[src/rtl/project1_nios2_qsys_0_oci_dct_pkg.sv]
`default_nettype none
// ============================================================================
// Module   : project1_nios2_qsys_0_oci_dct_pkg
// Brief    : Shared widths and FSM encoding for the OCI DCT frame packer.
// Revision : 1.0 - initial release
// ============================================================================
package project1_nios2_qsys_0_oci_dct_pkg;

  localparam int SYM_W      = 3;
  localparam int FRAME_SYMS = 10;
  localparam int BUF_W      = SYM_W * FRAME_SYMS;
  localparam int CNT_W      = 4;

  typedef enum logic [1:0] {
    ST_RUN   = 2'd0,
    ST_FLUSH = 2'd1,
    ST_DRAIN = 2'd2,
    ST_ENDED = 2'd3
  } dct_state_t;

endpackage
`default_nettype wire

[src/rtl/project1_nios2_qsys_0_oci_dct_outreg.sv]
`default_nettype none
// ============================================================================
// Module   : project1_nios2_qsys_0_oci_dct_outreg
// Brief    : Single-entry valid/ready holding register for packed DCT frames.
// Revision : 1.0 - initial release
// ============================================================================
module project1_nios2_qsys_0_oci_dct_outreg
  import project1_nios2_qsys_0_oci_dct_pkg::*;
(
  input  logic             clk,
  input  logic             reset,
  input  logic             load,
  input  logic [BUF_W-1:0] load_buffer,
  input  logic [CNT_W-1:0] load_count,
  input  logic             frame_ready,
  output logic             frame_valid,
  output logic [BUF_W-1:0] dct_buffer,
  output logic [CNT_W-1:0] dct_count
);

  logic             r_valid;
  logic [BUF_W-1:0] r_buffer;
  logic [CNT_W-1:0] r_count;

  // Caller only asserts load when the slot is empty or being drained this edge.
  always_ff @(posedge clk or posedge reset) begin
    if (reset) begin
      r_valid  <= 1'b0;
      r_buffer <= '0;
      r_count  <= '0;
    end else if (load) begin
      r_valid  <= 1'b1;
      r_buffer <= load_buffer;
      r_count  <= load_count;
    end else if (frame_ready) begin
      r_valid  <= 1'b0;
    end
  end

  assign frame_valid = r_valid;
  assign dct_buffer  = r_buffer;
  assign dct_count   = r_count;

endmodule
`default_nettype wire

[src/rtl/project1_nios2_qsys_0_oci_dct_packer.sv]
`default_nettype none
// ============================================================================
// Module   : project1_nios2_qsys_0_oci_dct_packer
// Brief    : Packs 3-bit trace symbols into 30-bit DCT frames; flushes on test end.
// Revision : 1.0 - initial release
// ============================================================================
module project1_nios2_qsys_0_oci_dct_packer
  import project1_nios2_qsys_0_oci_dct_pkg::*;
(
  input  logic             clk,
  input  logic             reset,
  input  logic             sym_valid,
  input  logic [SYM_W-1:0] sym_data,
  output logic             sym_ready,
  input  logic             test_ending,
  output logic             frame_valid,
  input  logic             frame_ready,
  output logic [BUF_W-1:0] dct_buffer,
  output logic [CNT_W-1:0] dct_count,
  output logic             test_has_ended
);

  localparam logic [CNT_W-1:0] c_full = CNT_W'(FRAME_SYMS);

  dct_state_t       r_state;
  logic [BUF_W-1:0] r_acc;
  logic [CNT_W-1:0] r_acc_cnt;
  logic             r_ended;

  logic             w_out_free;
  logic             w_accept;
  logic [BUF_W-1:0] w_acc_in;
  logic [CNT_W-1:0] w_cnt_in;
  logic             w_load;

  assign w_out_free = !frame_valid || frame_ready;
  assign sym_ready  = !reset && (r_state == ST_RUN) && (r_acc_cnt != c_full);
  assign w_accept   = sym_valid && sym_ready;
  assign w_cnt_in   = r_acc_cnt + CNT_W'(w_accept);

  always_comb begin
    w_acc_in = r_acc;
    for (int k = 0; k < FRAME_SYMS; k++) begin
      if (w_accept && (r_acc_cnt == CNT_W'(k)))
        w_acc_in[k*SYM_W +: SYM_W] = sym_data;
    end
  end

  // A full accumulator transfers in RUN; any non-empty one transfers in FLUSH.
  always_comb begin
    w_load = 1'b0;
    case (r_state)
      ST_RUN:   w_load = (w_cnt_in == c_full) && w_out_free;
      ST_FLUSH: w_load = (r_acc_cnt != '0) && w_out_free;
      default:  w_load = 1'b0;
    endcase
  end

  always_ff @(posedge clk or posedge reset) begin
    if (reset) begin
      r_state   <= ST_RUN;
      r_acc     <= '0;
      r_acc_cnt <= '0;
      r_ended   <= 1'b0;
    end else begin
      if (w_load) begin
        r_acc     <= '0;
        r_acc_cnt <= '0;
      end else if (r_state == ST_RUN) begin
        r_acc     <= w_acc_in;
        r_acc_cnt <= w_cnt_in;
      end
      case (r_state)
        ST_RUN:   if (test_ending) r_state <= ST_FLUSH;
        ST_FLUSH: if ((r_acc_cnt == '0) || w_load) r_state <= ST_DRAIN;
        ST_DRAIN: begin
          if (!frame_valid) begin
            r_state <= ST_ENDED;
            r_ended <= 1'b1;
          end
        end
        default:  r_state <= ST_ENDED;
      endcase
    end
  end

  assign test_has_ended = r_ended;

  project1_nios2_qsys_0_oci_dct_outreg u_outreg (
    .clk         (clk),
    .reset       (reset),
    .load        (w_load),
    .load_buffer (w_acc_in),
    .load_count  (w_cnt_in),
    .frame_ready (frame_ready),
    .frame_valid (frame_valid),
    .dct_buffer  (dct_buffer),
    .dct_count   (dct_count)
  );

endmodule
`default_nettype wire

[config.mk]
export PLATFORM = sky130hd
export DESIGN_NAME = project1_nios2_qsys_0_oci_dct_packer
export DESIGN_NICKNAME = d
export VERILOG_FILES = /design/src/rtl/project1_nios2_qsys_0_oci_dct_pkg.sv /design/src/rtl/project1_nios2_qsys_0_oci_dct_outreg.sv /design/src/rtl/project1_nios2_qsys_0_oci_dct_packer.sv
export SDC_FILE = /design/constraint.sdc
export NUM_CORES = 1
export LEC_CHECK = 0
export ABC_AREA = 1
export CAP_MARGIN = 0
export CORE_ASPECT_RATIO = 0.9
export CORE_MARGIN = 4
export CORE_UTILIZATION = 47
export DETAILED_ROUTE_END_ITERATION = 8
export PLACE_DENSITY = 0.7
export SLEW_MARGIN = 20
export SYNTH_ARGS = -nofsm -noshare
export SYNTH_HDL_FRONTEND = slang
export SYNTH_SLANG_ARGS = --single-unit
[constraint.sdc]
create_clock -name clk -period 4.4 [get_ports clk]
set_input_delay 0.88 -clock clk [delete_from_list [all_inputs] [get_ports clk]]
set_output_delay 0.88 -clock clk [all_outputs]
set_load 0.01 [all_outputs]
==> results.toml <==
[timing]
fin_crit_sh_pct = 71.5
setup_tns_ns = 0
slew_viol_final = 0
worstMarginPinSlew_ns = 0.902
relSlewSlack_pct = 39.9
layout_min_cycle_time_ns = 3.15
setup_viol = 0
hold_violations = 0
rsz0062_at_grt = "no"
fin_skew_ns = 0.00500
max_freq_mhz = 318

[power_and_ir_drop]
p_leak_nw = 2.10
pwr_density_cell_nw_per_um2 = 321
ir_drop_mv = 0.259

[synthesis]
synth_cell_types = 24
synth_fp_nets = 414
syn_inst = 404
ys_seq_elements = 72
ys_seq_area_share_pct = 52.8
yosysWarnings = 0
syn_area_um2 = 3410
synth.avg_cell_area_um2 = 8.45

[clock_network]
cts_root_buf = "clkbuf_8"
ctsResizeCount = 0
clockBufferDepth = 2
clk_latency_ns = 0.35
cts_tree = "done"
clk_pin_slew_ns = 0.07
post_cts_buffers = 0
cts_hold_buf = 0
cts_buffers = 9
cts_sinks = 72
htree_num_levels = 3

[drt]
wl_um = 7240
ant_nets = 0
dr.pass1.iters = 4
drtIter0Drc = 182
wl_per_cell_um = 13.4
drc = 0
vias_per_cell = 5.05
vias = 2722

[worst_setup_path]
cpPeakStageDelay_ns = 0.52
worst_setup_path_end_kind = "flop"
crit_arrival_ns = 3.43
critPathKind = "in2reg"
cpMostUsedCell = "nand2_1"
crit_required_ns = 4.69
path_max_fanout = 61
path_delay_family = "buffers and inverters"
startpoint_type = "input pin"
worst-path-buf-inv = 4
reg2reg_slack_ns = 1.65
path_cells = "clkdlybuf4s50_1 -> inv_2 -> nand2_1 -> nor3b_1 -> ha_1 -> ha_1 -> inv_1 -> nand2_1 -> nand2_1 -> nor2_1 -> nand2_1 -> nand2_1 -> nand2_4 -> inv_4 -> nand2_1 -> nand2_1"
critPathSlowestCell = "inv_4"

[outcome]
status = "completed"

[final_layout]
fill_cells = 650
antenna_cells = 0
layout_commonest_cell = "nand2_1"
multi_input_area_um2 = 1420
final_cell_mix = "nand2_1, dfrtp_1, clkdlybuf4s50_1, nand4_1, a21oi_2"
drive_above_1_share_pct = 13.7
nets = 451
area_growth_pct = 19.0
regArea_um2 = 1800
post-route-util_pct = 57.4

[grt]
grt_use_met2_pct = 30.1
grtUsageMet1_pct = 25.0
grt_pass1_wl_um = 13000
grt-ovfl-total = 0
antenna_found_initial = 0
track_usage_pct = 18.8
grt_max_degree = 73
grt_pass1_vias = 2745
use_met3_pct = 4.81
top_usage_layer = "met2"

[placed_design]
globalplace.congestion = 0.869
portBuffers = 44
dp_hpwl_um = 4610

[die]
core_um2 = 7080
initial_utilization_pct = 48.3
dieArea_um2 = 8690
rows = 29
pin_count = 45
fp.dieH_um = 88.9
dieWidth_um = 97.8

[min_path]
hold_path_class = "reg2reg"

[run]
maxCapViolCount = 0
==> report_power, final <==
part,total [mW],switching (mW),internal (mW)
sequential,0.685,0.0103,0.675
combinational,0.0999,0.0651,0.0348
clock,0.520,0.243,0.276
==> logic make-up (layout without fill, tap and decap cells) <==
kind of cell	after synthesis	count (layout)	share of synthesized area [%]
adder cells (fa/ha/maj)	2	2	0.733
AO/OA/AOI/OAI	32	32	7.81
buffers and inverters	38	80	5.79
AND/OR/NAND/NOR	260	260	32.9
flip-flops	72	72	52.8
==> cells in the mapped netlist, drive strengths merged <==
cell type	n	area [um^2]
a21o	1	7.51
a21oi	28	241
buf	16	113
clkbuf	6	22.5
dfrtp	72	1800
ha	2	25.0
inv	16	62.6
nand2	191	742
nand3	17	85.1
nand4	31	194
nor2	20	95.1
nor3b	1	7.51
o211ai	1	7.51
o21ai	2	10.0
==> worst register-to-register path, cell delays in order, from the launching register on <==
cell	delay [ns]
dfrtp_1	0.41
nor2_2	0.20
nand2_1	0.14
nor3b_1	0.27
ha_1	0.25
ha_1	0.18
inv_1	0.04
nand2_1	0.05
nand2_1	0.08
nor2_1	0.09
nand2_1	0.06
nand2_1	0.09
nand2_4	0.06
inv_4	0.52
nand2_1	0.17
nand2_1	0.08
==> stage by stage <==
step	std cells	setup slack [ns]	hold slack, ns	area [um^2]	power [mW]
after global routing	539	0.990	0.494	4060	1.37
after global placement	523	1.02	0.449	3870	0.795
after CTS	539	1.24	0.473	4060	1.32
final	539	1.25	0.473	4060	1.30
after floorplan	404	0.200	0.493	3410	0.758
after detailed placement	523	0.960	0.448	3870	0.798
==> per-layer routing <==
metal	part of all wire [%]	vias up
li1	-	1381
met1	49	1278
met2	45	50
met3	4.2	13
met4	1.5	0
met5	0	-
==> registers in the layout (all words and copies together) (netlist names) <==
name / count
r_acc: 30
u_outreg.dct_buffer: 30
r_acc_cnt: 4
u_outreg.dct_count: 4
r_state: 2
test_has_ended: 1
u_outreg.frame_valid: 1
==> final cells by class <==
class	count	share of cell area (%)
Timing Repair Buffer	48	11.6
Multi-Input combinational cell	294	34.8
Clock buffer	11	3.48
Inverter	16	1.54
Clock inverter	5	1.39
Tap cell	93	2.86
Sequential cell	72	44.3
==> final timing paths <==
| kind | start | end | depth (start not counted) |
|---|---|---|---|
| min in group asynchronous | reset | u_outreg.dct_buffer[17] | 3 |
| min reg2reg | test_has_ended | test_has_ended | 1 |
| max in group asynchronous | reset | r_state[0] | 3 |
| max reg2reg | r_state[1] | u_outreg.dct_buffer[4] | 15 |
| max | reset | u_outreg.dct_buffer[4] | 16 |
| min | test_has_ended | test_has_ended | 1 |
Power figures use the tool's default switching activity.
